===== src/rtl/alu181_serial.sv =====
// rtl/alu181_serial.sv - slice-serial 74181-style ALU behind valid/ready ports
// Optional zero/ovf flag outputs are enabled by defining ALU181_SERIAL_FLAGS_EN.
module alu181_serial #(
    parameter int WIDTH = 16,
    parameter int SLICE = 4
) (
    input  logic             clk,
    input  logic             rst,
    input  logic             in_valid,
    output logic             in_ready,
    input  logic [WIDTH-1:0] a,
    input  logic [WIDTH-1:0] b,
    input  logic [3:0]       s,
    input  logic             m,
    input  logic             cin,
    output logic             out_valid,
    input  logic             out_ready,
    output logic [WIDTH-1:0] f,
    output logic             cout,
    output logic             aeqb
`ifdef ALU181_SERIAL_FLAGS_EN
    ,
    output logic             zero,
    output logic             ovf
`endif
);

    localparam int NSLICE = WIDTH / SLICE;
    localparam int CW     = (NSLICE > 1) ? $clog2(NSLICE) : 1;

    localparam logic [1:0] ST_IDLE = 2'd0;
    localparam logic [1:0] ST_BUSY = 2'd1;
    localparam logic [1:0] ST_DONE = 2'd2;

    generate
        if ((SLICE < 1) || (WIDTH % SLICE != 0)) begin : g_bad_width
            $error("alu181_serial: WIDTH must be a positive multiple of SLICE");
        end
    endgenerate

    logic [1:0]       state;
    logic [WIDTH-1:0] a_q;
    logic [WIDTH-1:0] b_q;
    logic [WIDTH-1:0] acc;
    logic [3:0]       s_q;
    logic             m_q;
    logic             carry;
    logic [CW-1:0]    cnt;

    logic [SLICE-1:0] a_sl;
    logic [SLICE-1:0] b_sl;
    logic [SLICE-1:0] x_sl;
    logic [SLICE-1:0] y_sl;
    logic [SLICE-1:0] res_sl;
    logic [SLICE:0]   sum_sl;
    logic [WIDTH-1:0] acc_next;
    logic             carry_next;
    logic             last;

    assign in_ready  = (state == ST_IDLE);
    assign out_valid = (state == ST_DONE);

    // Operands are shifted right each slice, so the current slice is always the low bits.
    always_comb begin
        a_sl       = a_q[SLICE-1:0];
        b_sl       = b_q[SLICE-1:0];
        x_sl       = a_sl | (b_sl & {SLICE{s_q[0]}}) | (~b_sl & {SLICE{s_q[1]}});
        y_sl       = a_sl & ((b_sl & {SLICE{s_q[3]}}) | (~b_sl & {SLICE{s_q[2]}}));
        sum_sl     = {1'b0, x_sl} + {1'b0, y_sl} + {{SLICE{1'b0}}, carry};
        res_sl     = m_q ? ~(x_sl ^ y_sl) : sum_sl[SLICE-1:0];
        carry_next = ~m_q & sum_sl[SLICE];
        last       = (cnt == CW'(NSLICE - 1));
    end

    // Result slices enter at the top of the accumulator and walk down to their place.
    generate
        if (NSLICE > 1) begin : g_multi
            assign acc_next = {res_sl, acc[WIDTH-1:SLICE]};
        end else begin : g_single
            assign acc_next = res_sl;
        end
    endgenerate

`ifdef ALU181_SERIAL_FLAGS_EN
    logic msb_cin;
    assign msb_cin = sum_sl[SLICE-1] ^ x_sl[SLICE-1] ^ y_sl[SLICE-1];
`endif

    always_ff @(posedge clk) begin
        if (rst) begin
            state <= ST_IDLE;
            cnt   <= '0;
            carry <= 1'b0;
            acc   <= '0;
            a_q   <= '0;
            b_q   <= '0;
            s_q   <= '0;
            m_q   <= 1'b0;
            f     <= '0;
            cout  <= 1'b0;
            aeqb  <= 1'b0;
`ifdef ALU181_SERIAL_FLAGS_EN
            zero  <= 1'b0;
            ovf   <= 1'b0;
`endif
        end else begin
            case (state)
                ST_IDLE: begin
                    if (in_valid) begin
                        a_q   <= a;
                        b_q   <= b;
                        s_q   <= s;
                        m_q   <= m;
                        carry <= ~m & cin;
                        cnt   <= '0;
                        acc   <= '0;
                        state <= ST_BUSY;
                    end
                end
                ST_BUSY: begin
                    a_q   <= a_q >> SLICE;
                    b_q   <= b_q >> SLICE;
                    acc   <= acc_next;
                    carry <= carry_next;
                    cnt   <= cnt + CW'(1);
                    if (last) begin
                        f     <= acc_next;
                        cout  <= carry_next;
                        aeqb  <= &acc_next;
`ifdef ALU181_SERIAL_FLAGS_EN
                        zero  <= ~|acc_next;
                        ovf   <= ~m_q & (msb_cin ^ sum_sl[SLICE]);
`endif
                        state <= ST_DONE;
                    end
                end
                ST_DONE: begin
                    if (out_ready) begin
                        state <= ST_IDLE;
                    end
                end
                default: state <= ST_IDLE;
            endcase
        end
    end

endmodule


===== config.mk =====
export PLATFORM = sky130hd
export DESIGN_NAME = alu181_serial
export DESIGN_NICKNAME = d
export VERILOG_FILES = /design/src/rtl/alu181_serial.sv
export SDC_FILE = /design/constraint.sdc
export NUM_CORES = 1
export LEC_CHECK = 0
export ABC_CLOCK_PERIOD_IN_PS = 3400
export CORE_MARGIN = 2
export CORE_UTILIZATION = 50
export DETAILED_ROUTE_END_ITERATION = 6
export PLACE_DENSITY = 0.77
export SYNTH_ARGS = -nofsm -noshare
export SYNTH_HDL_FRONTEND = slang
export SYNTH_SLANG_ARGS = --single-unit

===== constraint.sdc =====
create_clock -name clk -period 3.4 [get_ports clk]
set_input_delay 1.02 -clock clk [delete_from_list [all_inputs] [get_ports clk]]
set_output_delay 1.02 -clock clk [all_outputs]
set_load 0.02 [all_outputs]

==> results of run 1 <==
[layer usage]
metal  vias to the layer above  track usage (%)  share of wire (%)
met5                         -                0                  0
met4                         0             9.68                1.7
met3                        11             4.95                4.6
met2                        67             32.3                 46
met1                      1280             28.8                 47
li1                       1445                -                  -
[flip-flops by register name (all words and copies together) (netlist names), 2 cells and up]
signal,flops
a_q,16
b_q,16
f,16
acc,12
s_q,4
cnt,2
state,2
[power breakdown]
group          switching [mW]  internal, mW  total (mW)
Clock                   0.317         0.399       0.716
Sequential             0.0365         0.890       0.926
Combinational           0.141         0.120       0.261
[worst paths after layout]
check | start | to | slack, ps
min | f[3] | f[3] | 450
max | state[0] | out_valid | 860
max reg2reg | s_q[1] | aeqb | 1010
min reg2reg | f[3] | f[3] | 450
[layout by cell type, fill, tap and decap left out, drive strengths merged]
cell	count
nand2b	3
nand3	22
clkinvlp	1
clkdlybuf4s50	60
o31ai	1
o21ai	2
xor2	1
ha	5
and2	2
clkinv	2
nand4	4
dfxtp	72
mux2i	4
nor4	1
nand2	120
buf	7
a211oi	3
a311oi	24
mux2	2
a21oi	48
or2b	1
nor2	27
nor2b	9
nor3b	1
a211o	3
clkbuf	12
fa	2
bufinv	1
inv	6
xnor2	1
nor3	1
and2b	1
[critical path: stages (launching register included)]
cell and delay [ps]:
sky130_fd_sc_hd__dfxtp_1 330, sky130_fd_sc_hd__and2b_1 230, sky130_fd_sc_hd__clkdlybuf4s50_1 620
[per-stage QoR]
step	cell area, um^2	hold slack, ps
after CTS	3950	458
after floorplan	3160	445
final	3950	454
after detailed placement	3730	447
after global routing	3950	481
after global placement	3730	439
[cell families after synthesis]
family,after synthesis,share of synthesized area (%)
adders and majority gates,7,3.24
AOI/OAI and AO/OA,81,16.3
DFF,72,45.6
xor gates and xnor gates,2,0.554
and+or+nand+nor,192,26.0
buffers and inverters,38,6.33
muxes,6,1.98
[final cells by class]
| cell class | count | area (um^2) |
|---|---|---|
| clock buffers | 12 | 165 |
| clock inverters | 4 | 51.3 |
| inverters | 6 | 22.5 |
| flip-flops and latches | 72 | 1440 |
| repair buffers | 67 | 651 |
| well taps | 75 | 93.8 |
| multi-input cells | 288 | 1520 |
| fillers | 525 | 2080 |
==> key figures, run 1 <==
Global routing
  – Maximum number of pins on one net before global-route repair: between 70 and 80
  – Via count of the first global-routing pass: 2639
  – Final global-route overflow total: 0
  – Overall routing resource usage: a little over a fifth
  – Global-route wire length before repair: 12.1 mm
  – Number of antenna violations at the first check in global routing: 0

Min path
  – Type of the tightest min-delay check: reg -> reg
  – Hold path cells: 2

Synthesis
  – Count of distinct cell types in the synthesized netlist: 33
  – Largest cells by area after synthesis: sky130_fd_sc_hd__dfxtp_1 46%, sky130_fd_sc_hd__nand2_1 14%, sky130_fd_sc_hd__a21oi_1 7.6%
  – Number of flip-flops and latches in the synthesized netlist: about 70
  – Nets in the synthesized netlist: 447
  – Biggest area consumer among synthesized cells: sky130_fd_sc_hd__dfxtp_1
  – Yosys Warn Count: 0
  – Cell with the most instances after synthesis: sky130_fd_sc_hd__nand2_1
  – Average size of a mapped cell: ~7.9 um^2
  – Proportion of netlist area held by the largest area contributor: 45.6%
  – Predominant post-synthesis flop cell: sky130_fd_sc_hd__dfxtp_1
  – Number of enable-type register cells in the synthesized netlist: 0
  – Register area share after synthesis: 45.6%
  – List of most frequent post-synthesis cells: 118 x sky130_fd_sc_hd__nand2_1, 72 x sky130_fd_sc_hd__dfxtp_1, 48 x sky130_fd_sc_hd__a21oi_1
  – Async S/R FF share, synth: 0%
  – Number of instances in the synthesized netlist: 398
  – Post-synthesis instance area: 0.00316 mm^2

Timing
  – Accumulated negative setup slack: 0 ps
  – Fmax: 0.393 GHz
  – Post-route worst setup slack: roughly 860 ps
  – Relative slew slack: between 50% and 60%
  – Post-layout minimum cycle time: ~2500 ps
  – Final setup skew: 5.60 ps
  – Count of endpoints failing setup in the final report: 0
  – Period utilization: 74.8%
  – Unrepaired setup endpoints after global routing: no
  – Count of final max-slew check failures: 0
  – Number of hold violations in the final report: 0
  – Pin slew with the least headroom to its limit: 743 ps

Finish
  – Antenna cell count: 0
  – Final net count: 493
  – Fraction of final layout cells sized beyond drive strength 1: 6.68%
  – Post-route non-filler standard cell count: about 520
  – Core utilization of the finished layout: around two thirds
  – Layout-stage area growth over the synthesis result: 24.8%

Clock tree
  – Hold_buf cts: 0
  – Count of buffers added by post-CTS timing repair for setup: 0
  – Num CTS Buffers: 9
  – TritonCTS clock tree: yes
  – Root buf cell: sky130_fd_sc_hd__clkbuf_8
  – Number of buffers between clock root and the deepest sink: 2
  – Clock-pin slew reported for the worst setup and hold paths after clock tree synthesis: roughly 70 ps
  – Htree depth: 3
  – Clock latency on the worst-skew pair: roughly 350 ps
  – Resized Gates After CTS: 0
  – Number of clock sinks: 72

Setup path
  – R2r worst-path depth: 9
  – Worst Setup Path Type: reg -> out
  – Critical Path Source Type: flop
  – Category of the worst setup path capture point: output pin
  – Crit Path Max Fanout: 4
  – Data arrival, critical path: roughly 1500 ps
  – CP required: approximately 2400 ps

Floorplan
  – Horizontal extent of the die: 83.5 um
  – Number of top-level pins: 62
  – Site Rows: 28
  – Die span in y: roughly 84 um
  – Total core area: 0.00603 mm^2
  – Die outline area: 0.00698 mm^2
  – Initial standard-cell utilization of the core: between 50% and 60%

Power and ir drop
  – Sum of internal, switching and leakage power: about 1.9 mW
  – Lkg Pwr: around 1.4 nW
  – Worst IR drop on VDD: about 240 uV
  – Power density over cell area: about 480 mW/mm^2

Placed design
  – PortBufs: slightly above 60
  – Total placed cells including tap cells: between 500 and 600
  – GP Congestion: ~0.73
  – Post-detailed-placement half-perimeter wirelength: 4.68 mm
  – Worst setup slack after placement: 909 ps

Drt
  – Routed vias: 2803
  – 1st-pass router iterations: 4
  – Final Routed Wirelength: around 6.9 mm
  – Initial drt markers: approximately 230
  – Wire length per cell: roughly 13 um
  – Number of remaining DRC errors: 0
  – Antenna viol nets, final: 0
  – DR vias/cell: about 5.3

Outcome
  – Result of the run: complete, no violations

Flow run
  – Max-capacitance violation count: 0
Power figures use the tool's default switching activity.
==> run 2, diff against run 1 <==
--- a/config.mk
+++ b/config.mk
@@ -5,7 +5,7 @@
 export SDC_FILE = /design/constraint.sdc
 export NUM_CORES = 1
 export LEC_CHECK = 0
-export ABC_CLOCK_PERIOD_IN_PS = 3400
+export ABC_CLOCK_PERIOD_IN_PS = 2650
 export CORE_MARGIN = 2
 export CORE_UTILIZATION = 50
 export DETAILED_ROUTE_END_ITERATION = 6
==> constraint.sdc (replaced) <==
create_clock -name clk -period 2.65 [get_ports clk]
set_input_delay 0.795 -clock clk [delete_from_list [all_inputs] [get_ports clk]]
set_output_delay 0.795 -clock clk [all_outputs]
set_load 0.02 [all_outputs]
==> key figures, run 2 (synthesis gave the netlist of run 1 again) <==
Drt
  – Number of remaining DRC errors: 0 (unchanged)
  – Final Routed Wirelength: 7.23 mm (was 6.89 mm)
  – Routed vias: 2893 (was 2803)
  – 1st-pass router iterations: 4 (unchanged)
  – DR vias/cell: 5.53 (was 5.35)
  – Wire length per cell: 13.8 um (was 13.1 um)
  – Initial drt markers: 153 (was 227)
  – Antenna viol nets, final: 0 (unchanged)

Setup path
  – Crit Path Max Fanout: 4 (unchanged)
  – CP required: 1860 ps (was 2380 ps)
  – Worst Setup Path Type: reg -> out (unchanged)
  – Critical Path Source Type: flop (unchanged)
  – Data arrival, critical path: 1530 ps (was 1520 ps)
  – Category of the worst setup path capture point: output pin (unchanged)

Flow run
  – Max-capacitance violation count: 0 (unchanged)

Global routing
  – Global-route layer with the greatest usage: met2 (unchanged)
  – Final global-route overflow total: 0 (unchanged)
  – Maximum number of pins on one net before global-route repair: 46 (was 73)
  – Global-route wire length before repair: 12.1 mm (about the same)
  – Via count of the first global-routing pass: 2632 (was 2639)
  – GR met3 Demand/Resource: 6.43% (was 4.95%)
  – Global routing usage on met1: 28.5% (was 28.8%)
  – Overall routing resource usage: 21.4% (was 21.2%)
  – Number of antenna violations at the first check in global routing: 0 (unchanged)
  – Met2 Track Usage GR: 32.8% (was 32.3%)

Timing
  – Count of endpoints failing setup in the final report: 0 (unchanged)
  – Period utilization: between 80% and 90%
  – Count of final max-slew check failures: 0 (unchanged)
  – Post-layout minimum cycle time: 2330 ps
  – Accumulated negative setup slack: 0 ps (unchanged)
  – Pin slew with the least headroom to its limit: 606 ps (was 743 ps)
  – Final setup skew: 4.08 ps (was 5.60 ps)
  – Number of hold violations in the final report: 0 (unchanged)
  – Post-route worst setup slack: 323 ps (was 855 ps)
  – Unrepaired setup endpoints after global routing: no (unchanged)
  – Relative slew slack: 59.6% (was 50.5%)
  – Fmax: 0.430 GHz

Clock tree
  – Htree depth: 3 (unchanged)
  – Number of clock sinks: 72 (unchanged)
  – Root buf cell: sky130_fd_sc_hd__clkbuf_8 (unchanged)
  – Num CTS Buffers: 9 (unchanged)
  – Number of buffers between clock root and the deepest sink: 2 (unchanged)
  – Count of buffers added by post-CTS timing repair for setup: 0 (unchanged)
  – Resized Gates After CTS: 0 (unchanged)
  – Clock-pin slew reported for the worst setup and hold paths after clock tree synthesis: 70 ps (about the same)
  – Clock latency on the worst-skew pair: 340 ps (was 350 ps)
  – Hold_buf cts: 0 (unchanged)
  – TritonCTS clock tree: yes (unchanged)

Floorplan
  – Die span in y: 83.5 um (unchanged)
  – Number of top-level pins: 62 (unchanged)
  – Horizontal extent of the die: 83.5 um (unchanged)
  – Initial standard-cell utilization of the core: 52.5% (unchanged)
  – Total core area: 0.00603 mm^2 (unchanged)
  – Die outline area: 0.00698 mm^2 (unchanged)
  – Site Rows: 28 (unchanged)

Power and ir drop
  – Power density over cell area: 586 mW/mm^2 (was 482 mW/mm^2)
  – Lkg Pwr: 1.44 nW (was 1.45 nW)
  – Worst IR drop on VDD: 358 uV (was 242 uV)

Finish
  – Core utilization of the finished layout: 65.4% (was 65.5%)
  – Fraction of final layout cells sized beyond drive strength 1: 6.25% (was 6.68%)
  – Layout-stage area growth over the synthesis result: 24.6% (was 24.8%)
  – Leading cell type in the layout, fill and taps excluded: sky130_fd_sc_hd__nand2_1 (unchanged)
  – Top library cells by usage in the layout, fill and taps aside: 118 x sky130_fd_sc_hd__nand2_1, 72 x sky130_fd_sc_hd__dfxtp_1, 60 x sky130_fd_sc_hd__clkdlybuf4s50_1 (unchanged)
  – Antenna cell count: 0 (unchanged)
  – Final net count: 493 (unchanged)
  – Regs by FF count: a_q (16), b_q (16), f (16) (unchanged)

Placed design
  – Worst setup slack after placement: 343 ps (was 909 ps)
  – PortBufs: 61 (unchanged)
  – Post-detailed-placement half-perimeter wirelength: 4.93 mm (was 4.68 mm)
  – GP Congestion: 0.788 (was 0.729)

Outcome
  – Result of the run: complete, no violations (unchanged)

Min path
  – Type of the tightest min-delay check: reg -> reg (unchanged)
## run 2: cell types whose count changed in the layout (fill, tap and decap cells not counted)
| cell | change |
|---|---|
| sky130_fd_sc_hd__buf_12 | +3 |
| sky130_fd_sc_hd__buf_4 | -3 |
| sky130_fd_sc_hd__bufinv_16 | -1 |
| sky130_fd_sc_hd__clkbuf_1 | +1 |
| sky130_fd_sc_hd__clkbuf_8 | -1 |
| sky130_fd_sc_hd__clkinv_2 | +1 |
| sky130_fd_sc_hd__clkinv_4 | -1 |
## run 2: routing by layer
layer	up-vias	wire, um
met5	-	0
met4	0	143
met3	12	414
met2	91	3330
met1	1344	3340
li1	1446	-
## run 2: path summary, 6_finish.rpt
kind	depth (start not counted)	startpoint	endpoint	slack (ps)
min	2	f[0]	f[0]	460
min reg2reg	2	f[0]	f[0]	460
max	2	state[1]	in_ready	320
max reg2reg	10	s_q[1]	carry	340
## run 2: final cells by class
class	instances	area, um^2
fillers	519	2080
multi-input cells	288	1520
repair buffers	67	688
inverters	6	22.5
clock buffers	12	155
well taps	75	93.8
clock inverters	3	17.5
flip-flops and latches	72	1440
## run 2: power by group
group          leakage (nW)  switching [mW]  total, mW  internal (mW)
Sequential            0.588          0.0479       1.19           1.14
Clock                0.0882           0.386      0.769          0.383
Combinational         0.766           0.189      0.351          0.162
## run 2: worst max-delay path, cell delays in order, from the launching register on
cell and delay (ps):
sky130_fd_sc_hd__dfxtp_1 340, sky130_fd_sc_hd__nor2_2 210, sky130_fd_sc_hd__clkdlybuf4s50_1 640
## run 2: per-stage QoR
step	std cells	area, um^2	hold WS (ps)	power, mW
after global routing	523	3940	477	2.42
after detailed placement	508	3770	448	1.56
after CTS	523	3940	459	2.33
after floorplan	398	3160	445	1.43
final	523	3940	456	2.31
after global placement	508	3770	444	1.55
==> RTL change 1: new RTL, flow settings as in run 2 <==
Make the reset (`rst`) asynchronous in one clocked block.
--- a/src/rtl/alu181_serial.sv
+++ b/src/rtl/alu181_serial.sv
@@ -86,7 +86,7 @@
     assign msb_cin = sum_sl[SLICE-1] ^ x_sl[SLICE-1] ^ y_sl[SLICE-1];
 `endif
 
-    always_ff @(posedge clk) begin
+    always_ff @(posedge clk or posedge rst) begin
         if (rst) begin
             state <= ST_IDLE;
             cnt   <= '0;
Function: differs if rst is asserted again (counterexample within 4 cycles, from zero or initial values and one cycle with rst high); with rst held inactive, the same outputs for 10 cycles.
==> RTL change 1 against run 2 <==
Wire length down 2.2%. Sequential cell count stayed put. Design area grew 6.0%. Critical path depth up 1. Clock skew grew 0.0032 ns. Sequential share of layout area rose by 6.6 points. Area after synthesis is 3.2% higher. Non-clock buffer count shrank 1. Setup slack worse by 0.15 ns. Critical endpoint is now out_valid. Largest cell class is now sequential cells.
Power is not compared: it rests on default switching activity, and its combinational part moved more than twofold at a synthesized area within 25%.
==> RTL change 1: results (changes against run 2) <==
synth:
  synth.distinct_cells: 30  # was 33
  async_flop_share: 1.000  # was 0
  synth_nets: 397  # was 447
  synth_top_flop_cell: "dfrtp_1"  # was dfxtp_1
  avgSynthCellArea_um2: 9.384  # was 7.947 um2
  ys_seq_area_frac: 0.5517  # was 0.4557
  ys_top_cells_by_area: "dfrtp_1 (55%), nand2_1 (12%), mux2_2 (5.5%)"  # was dfxtp_1 (46%), nand2_1 (14%), a21oi_1 (7.6%)
  ys_top_cells_by_count: "nand2_1 (105), dfrtp_1 (72), o21ai_0 (31)"  # was nand2_1 (118), dfxtp_1 (72), a21oi_1 (48)
critical_path:
  max_stage_delay_ns: 0.59  # was 0.64 ns
  cp-startpoint: "state[0]$_DFFE_PP0P_"  # was state[1]$_SDFFE_PP0P_
  r2r-start: "b_q[0]$_DFFE_PP0P_"  # was s_q[1]$_SDFFE_PP0P_
  ff2ff_path_depth: 8  # was 10
  timing.rr.end: "aeqb$_DFFE_PP0P_"  # was carry$_SDFFE_PP0P_
  endpoint: "out_valid"  # was in_ready
  cp_max_fo: 5  # was 4
  crit_arrival_ns: 1.68  # was 1.53 ns
placement:
  dp.cells: 471  # was 508
  place_worst_setup_slack_ns: 0.4067  # was 0.3430 ns
  dpl_cell_area_um2: 3980  # was 3769 um2
  hpwlAfterDp_um: 4706  # was 4927 um
  gp_congestion: 0.8667  # was 0.7877
timing:
  max-slew-margin-rel: 0.6238  # was 0.5958
  clock_skew_ns: 0.007309  # was 0.004083 ns
  setup_ws_ns: 0.1751  # was 0.3233 ns
  timing.hold.ws_ns: 0.4891  # was 0.4555 ns
cells_and_area:
  drive_above_1_share: 0.1024  # was 0.06250
  diodes: 0  # unchanged
  fillers: 513  # was 519
  area_delta_synth_final_pct: 27.89  # was 24.60%
  finalNetCount: 454  # was 493
  final_cells: 487  # was 523
drt:
  vias: 2585  # was 2893
  first_iter_violations: 189  # was 153
  wl_met3_um: 318  # was 414 um
  routed_wirelength_um: 7072  # was 7230 um
  route.met2.wl_um: 3371  # was 3327 um
status:
  status: "completed"  # unchanged
global_routing:
  grt_pass1_vias: 2482  # was 2632
  grt.total_usage: 0.2075  # was 0.2139
  grt_max_degree: 73  # was 46
  grt_pass1_wl_um: 11830  # was 12110 um
## RTL change 1: logic make-up after synthesis
| logic type | after synthesis | synth area share |
|---|---|---|
| compound gates | 66 | 0.1215 |
| fa+ha+maj | 7 | 0.03142 |
| simple gates | 155 | 0.1962 |
| mux | 18 | 0.06130 |
| xor+xnor | 2 | 0.005365 |
| flops | 72 | 0.5517 |
| buf+inv | 28 | 0.03257 |
## RTL change 1: per-layer routing
metal	track usage	vias up
met4	0.09091	0
met1	0.2991	1232
met5	0	-
li1	-	1278
met2	0.3121	65
met3	0.03599	10
## RTL change 1: how the worst min path moves through the flow
stage,startpoint,end,depth (start not counted)
CTS,f[12]$_DFFE_PP0P_,f[12]$_DFFE_PP0P_,2
detailed placement,f[12]$_DFFE_PP0P_,f[12]$_DFFE_PP0P_,2
global placement,cout$_DFFE_PP0P_,cout$_DFFE_PP0P_,2
floorplan,cnt[0]$_DFFE_PP0P_,cnt[0]$_DFFE_PP0P_,1
global route,f[12]$_DFFE_PP0P_,f[12]$_DFFE_PP0P_,2
finish,f[12]$_DFFE_PP0P_,f[12]$_DFFE_PP0P_,2
## RTL change 1: layout make-up
type,count,share of cell area
Clock inverter,6,0.01408
Multi-Input combinational cell,248,0.3271
Clock buffer,10,0.03295
Inverter,8,0.007190
Timing Repair Buffer,66,0.1642
Tap cell,77,0.02307
Sequential cell,72,0.4314
## RTL change 1: power by group through the flow
stage	Combinational, mW	Clock [mW]	Sequential, mW
floorplan	1.70	0	2.03
global placement	2.46	0	2.00
detailed placement	2.56	0	2.02
CTS	2.58	0.882	2.01
global route	2.86	0.937	2.07
finish	2.56	0.870	2.01
## RTL change 1: worst min-delay path, stage by stage, from the launching register on
cell and delay [ns]:
dfrtp_1 0.35, nand2_1 0.04, o21ai_0 0.06
==> RTL change 2: new RTL, config.mk and constraints of run 2 <==
Without the edit above. The parameter `SLICE` goes from 4 to 8.
--- a/src/rtl/alu181_serial.sv
+++ b/src/rtl/alu181_serial.sv
@@ -2,7 +2,7 @@
 // Optional zero/ovf flag outputs are enabled by defining ALU181_SERIAL_FLAGS_EN.
 module alu181_serial #(
     parameter int WIDTH = 16,
-    parameter int SLICE = 4
+    parameter int SLICE = 8
 ) (
     input  logic             clk,
     input  logic             rst,
Check against the original RTL: not equivalent (Yosys sat finds a counterexample within 4 cycles, from zero or initial values and one cycle with rst high).
==> RTL change 2 against run 2 <==
Synthesized cell count up 7.0%. Design area increased by 10%. Global-route usage increased by 2.2 points. Highest routed layer unchanged. Setup slack got worse by 0.28 ns. Power is 19% higher. Fmax decreased by 11%. Via count is 11% higher. Clock skew is essentially flat. Clock power is 38% higher. Wire length rose by 17%. Sequential cell count fell by 5. Area after synthesis up 8.4%.
==> RTL change 2: results (changes against run 2) <==
status:
  status: "completed"  # unchanged
drt:
  wl_per_cell_um: 15.13  # was 13.82 um
  ant_nets: 0  # unchanged
  avgViaCountPerCell: 5.767  # was 5.532
  vias: 3224  # was 2893
  first_iter_violations: 252  # was 153
  dr.pass1.iters: 7  # was 4
global_routing:
  use_met1: 0.3194  # was 0.2848
  grt_max_degree: 44  # was 46
  grt_pass1_vias: 3051  # was 2632
  grt_pass1_wl_um: 14100  # was 12110 um
  grtUsageMet2: 0.3789  # was 0.3277
  antenna_found_initial: 0  # unchanged
  met3_usage: 0.04571  # was 0.06429
  grt.total_usage: 0.2358  # was 0.2139
cts:
  cts_root_buf: "clkbuf_8"  # unchanged
  htreeDepth: 3  # unchanged
  cts_inserted_buffers: 9  # unchanged
  clockBufferDepth: 2  # unchanged
  clock_latency_ns: 0.35
power:
  p_switching_mw: 0.7535  # was 0.6230 mW
  ir_drop_mv: 0.5186  # was 0.3585 mV
  leakagePower_nw: 1.654  # was 1.442 nW
placement:
  dp.cells: 544  # was 508
  gp_congestion: 0.8991  # was 0.7877
  dpl_cell_area_um2: 4050  # was 3769 um2
  io_buffers: 61  # unchanged
  hpwlAfterDp_um: 5834  # was 4927 um
  place_worst_setup_slack_ns: -0.0003879  # was 0.3430 ns
synth:
  ys_top_cells_by_count: "nand2_1 (95), dfxtp_1 (67), a21oi_1 (51)"  # was nand2_1 (118), dfxtp_1 (72), a21oi_1 (48)
  synth_top_flop_cell: "dfxtp_1"  # unchanged
  ys_top_cells_by_area: "dfxtp_1 (39%), nand2_1 (10%), a21oi_1 (7.4%)"  # was dfxtp_1 (46%), nand2_1 (14%), a21oi_1 (7.6%)
  synth_nets: 478  # was 447
  ys_seq_area_frac: 0.3911  # was 0.4557
  synth.distinct_cells: 56  # was 33
  synth_cells: 426  # was 398
  yosys_warnings: 0  # unchanged
  async_flop_share: 0  # unchanged
timing:
  clock_skew_ns: 0.004481  # was 0.004083 ns
  max-slew-margin-rel: 0.4739  # was 0.5958
cells_and_area:
  drive_above_1_share: 0.1065  # was 0.06250
  fin_area_um2: 4349  # was 3941 um2
  reg_top3: "a_q x16, b_q x16, f x16"  # unchanged
  fillers: 552  # was 519
  diodes: 0  # unchanged
  finalNetCount: 527  # was 493
critical_path:
  crit_arrival_ns: 2.87  # was 1.53 ns
  cp_max_fo: 4  # unchanged
RTL change 2: cell count changes in the layout (fill, tap and decap cells not counted), sizes merged, moves of 4 or more:
cell	before	now
dfxtp	72	67
nor2b	9	18
mux2i	4	8
a21oi	48	52
a211o	3	9
a311oi	24	16
buf	7	14
nand3	22	26
o21a	0	8
nand2	120	95
RTL change 2: cells by family after synthesis:
family,after synthesis,share of synthesized area
muxes,9,0.02663
and+or+nand+nor,188,0.2557
AOI/OAI and AO/OA,108,0.2178
adders and majority gates,10,0.04086
DFF,67,0.3911
xor gates and xnor gates,1,0.002554
buffers and inverters,43,0.06530
RTL change 2: per-stage QoR:
| stage | setup TNS (ns) | power (mW) | hold WS (ns) |
|---|---|---|---|
| floorplan | 0 | 1.525 | 0.4450 |
| finish | 0 | 2.758 | 0.4597 |
| detailed placement | -0.0003879 | 1.693 | 0.4488 |
| CTS | 0 | 2.747 | 0.4637 |
| global placement | 0 | 1.680 | 0.4471 |
| global route | -0.1021 | 2.876 | 0.4751 |
RTL change 2: timing repair:
action	in CTS	in global routing
hold buffers	0	0
pin swaps	1	3
gates resized for setup	2	9
setup endpoints to repair	3	7
RTL change 2: routing by layer:
metal | vias up | share of wire
met2 | 79 | 0.48
met3 | 10 | 0.044
li1 | 1588 | -
met5 | - | 0
met4 | 0 | 0.013
met1 | 1547 | 0.46
RTL change 2: worst max-delay path, cell delays in order (launching register included):
cell,delay [ns]
dfxtp_2,0.36
mux2_2,0.34
nand2_1,0.11
fa_2,0.21
inv_1,0.05
fa_2,0.35
a211o_4,0.37
a21oi_4,0.14
xnor2_2,0.15
nand4_1,0.19
o31ai_2,0.23
RTL change 2: worst paths after layout:
check,slack (ns),start,depth (start not counted),to
worst max-delay path,0.04,b_q[0]$_SDFFE_PP0P_,10,aeqb$_SDFFE_PP0P_
worst max register to register,0.04,b_q[0]$_SDFFE_PP0P_,10,aeqb$_SDFFE_PP0P_
worst min-delay path,0.46,f[5]$_SDFFE_PP0P_,2,f[5]$_SDFFE_PP0P_
worst min register to register,0.46,f[5]$_SDFFE_PP0P_,2,f[5]$_SDFFE_PP0P_
RTL change 2: power groups by stage:
stage          registers, mW  clock network [mW]  logic [mW]
3_5_place_dp            1.16                   0       0.536
5_1_grt                 1.14                1.11       0.624
2_1_floorplan           1.14                   0       0.387
6_report                1.14                1.06       0.563
4_1_cts                 1.13                1.07       0.547
3_3_place_gp            1.15                   0       0.527
RTL change 2: cell type report:
type	count	area share
sequential	67	0.3087
clock buffer	11	0.03481
inverter	7	0.006041
multi-input combinational	316	0.4404
timing repair buffer	74	0.1646
clock inverter	4	0.02244
tap	80	0.02301
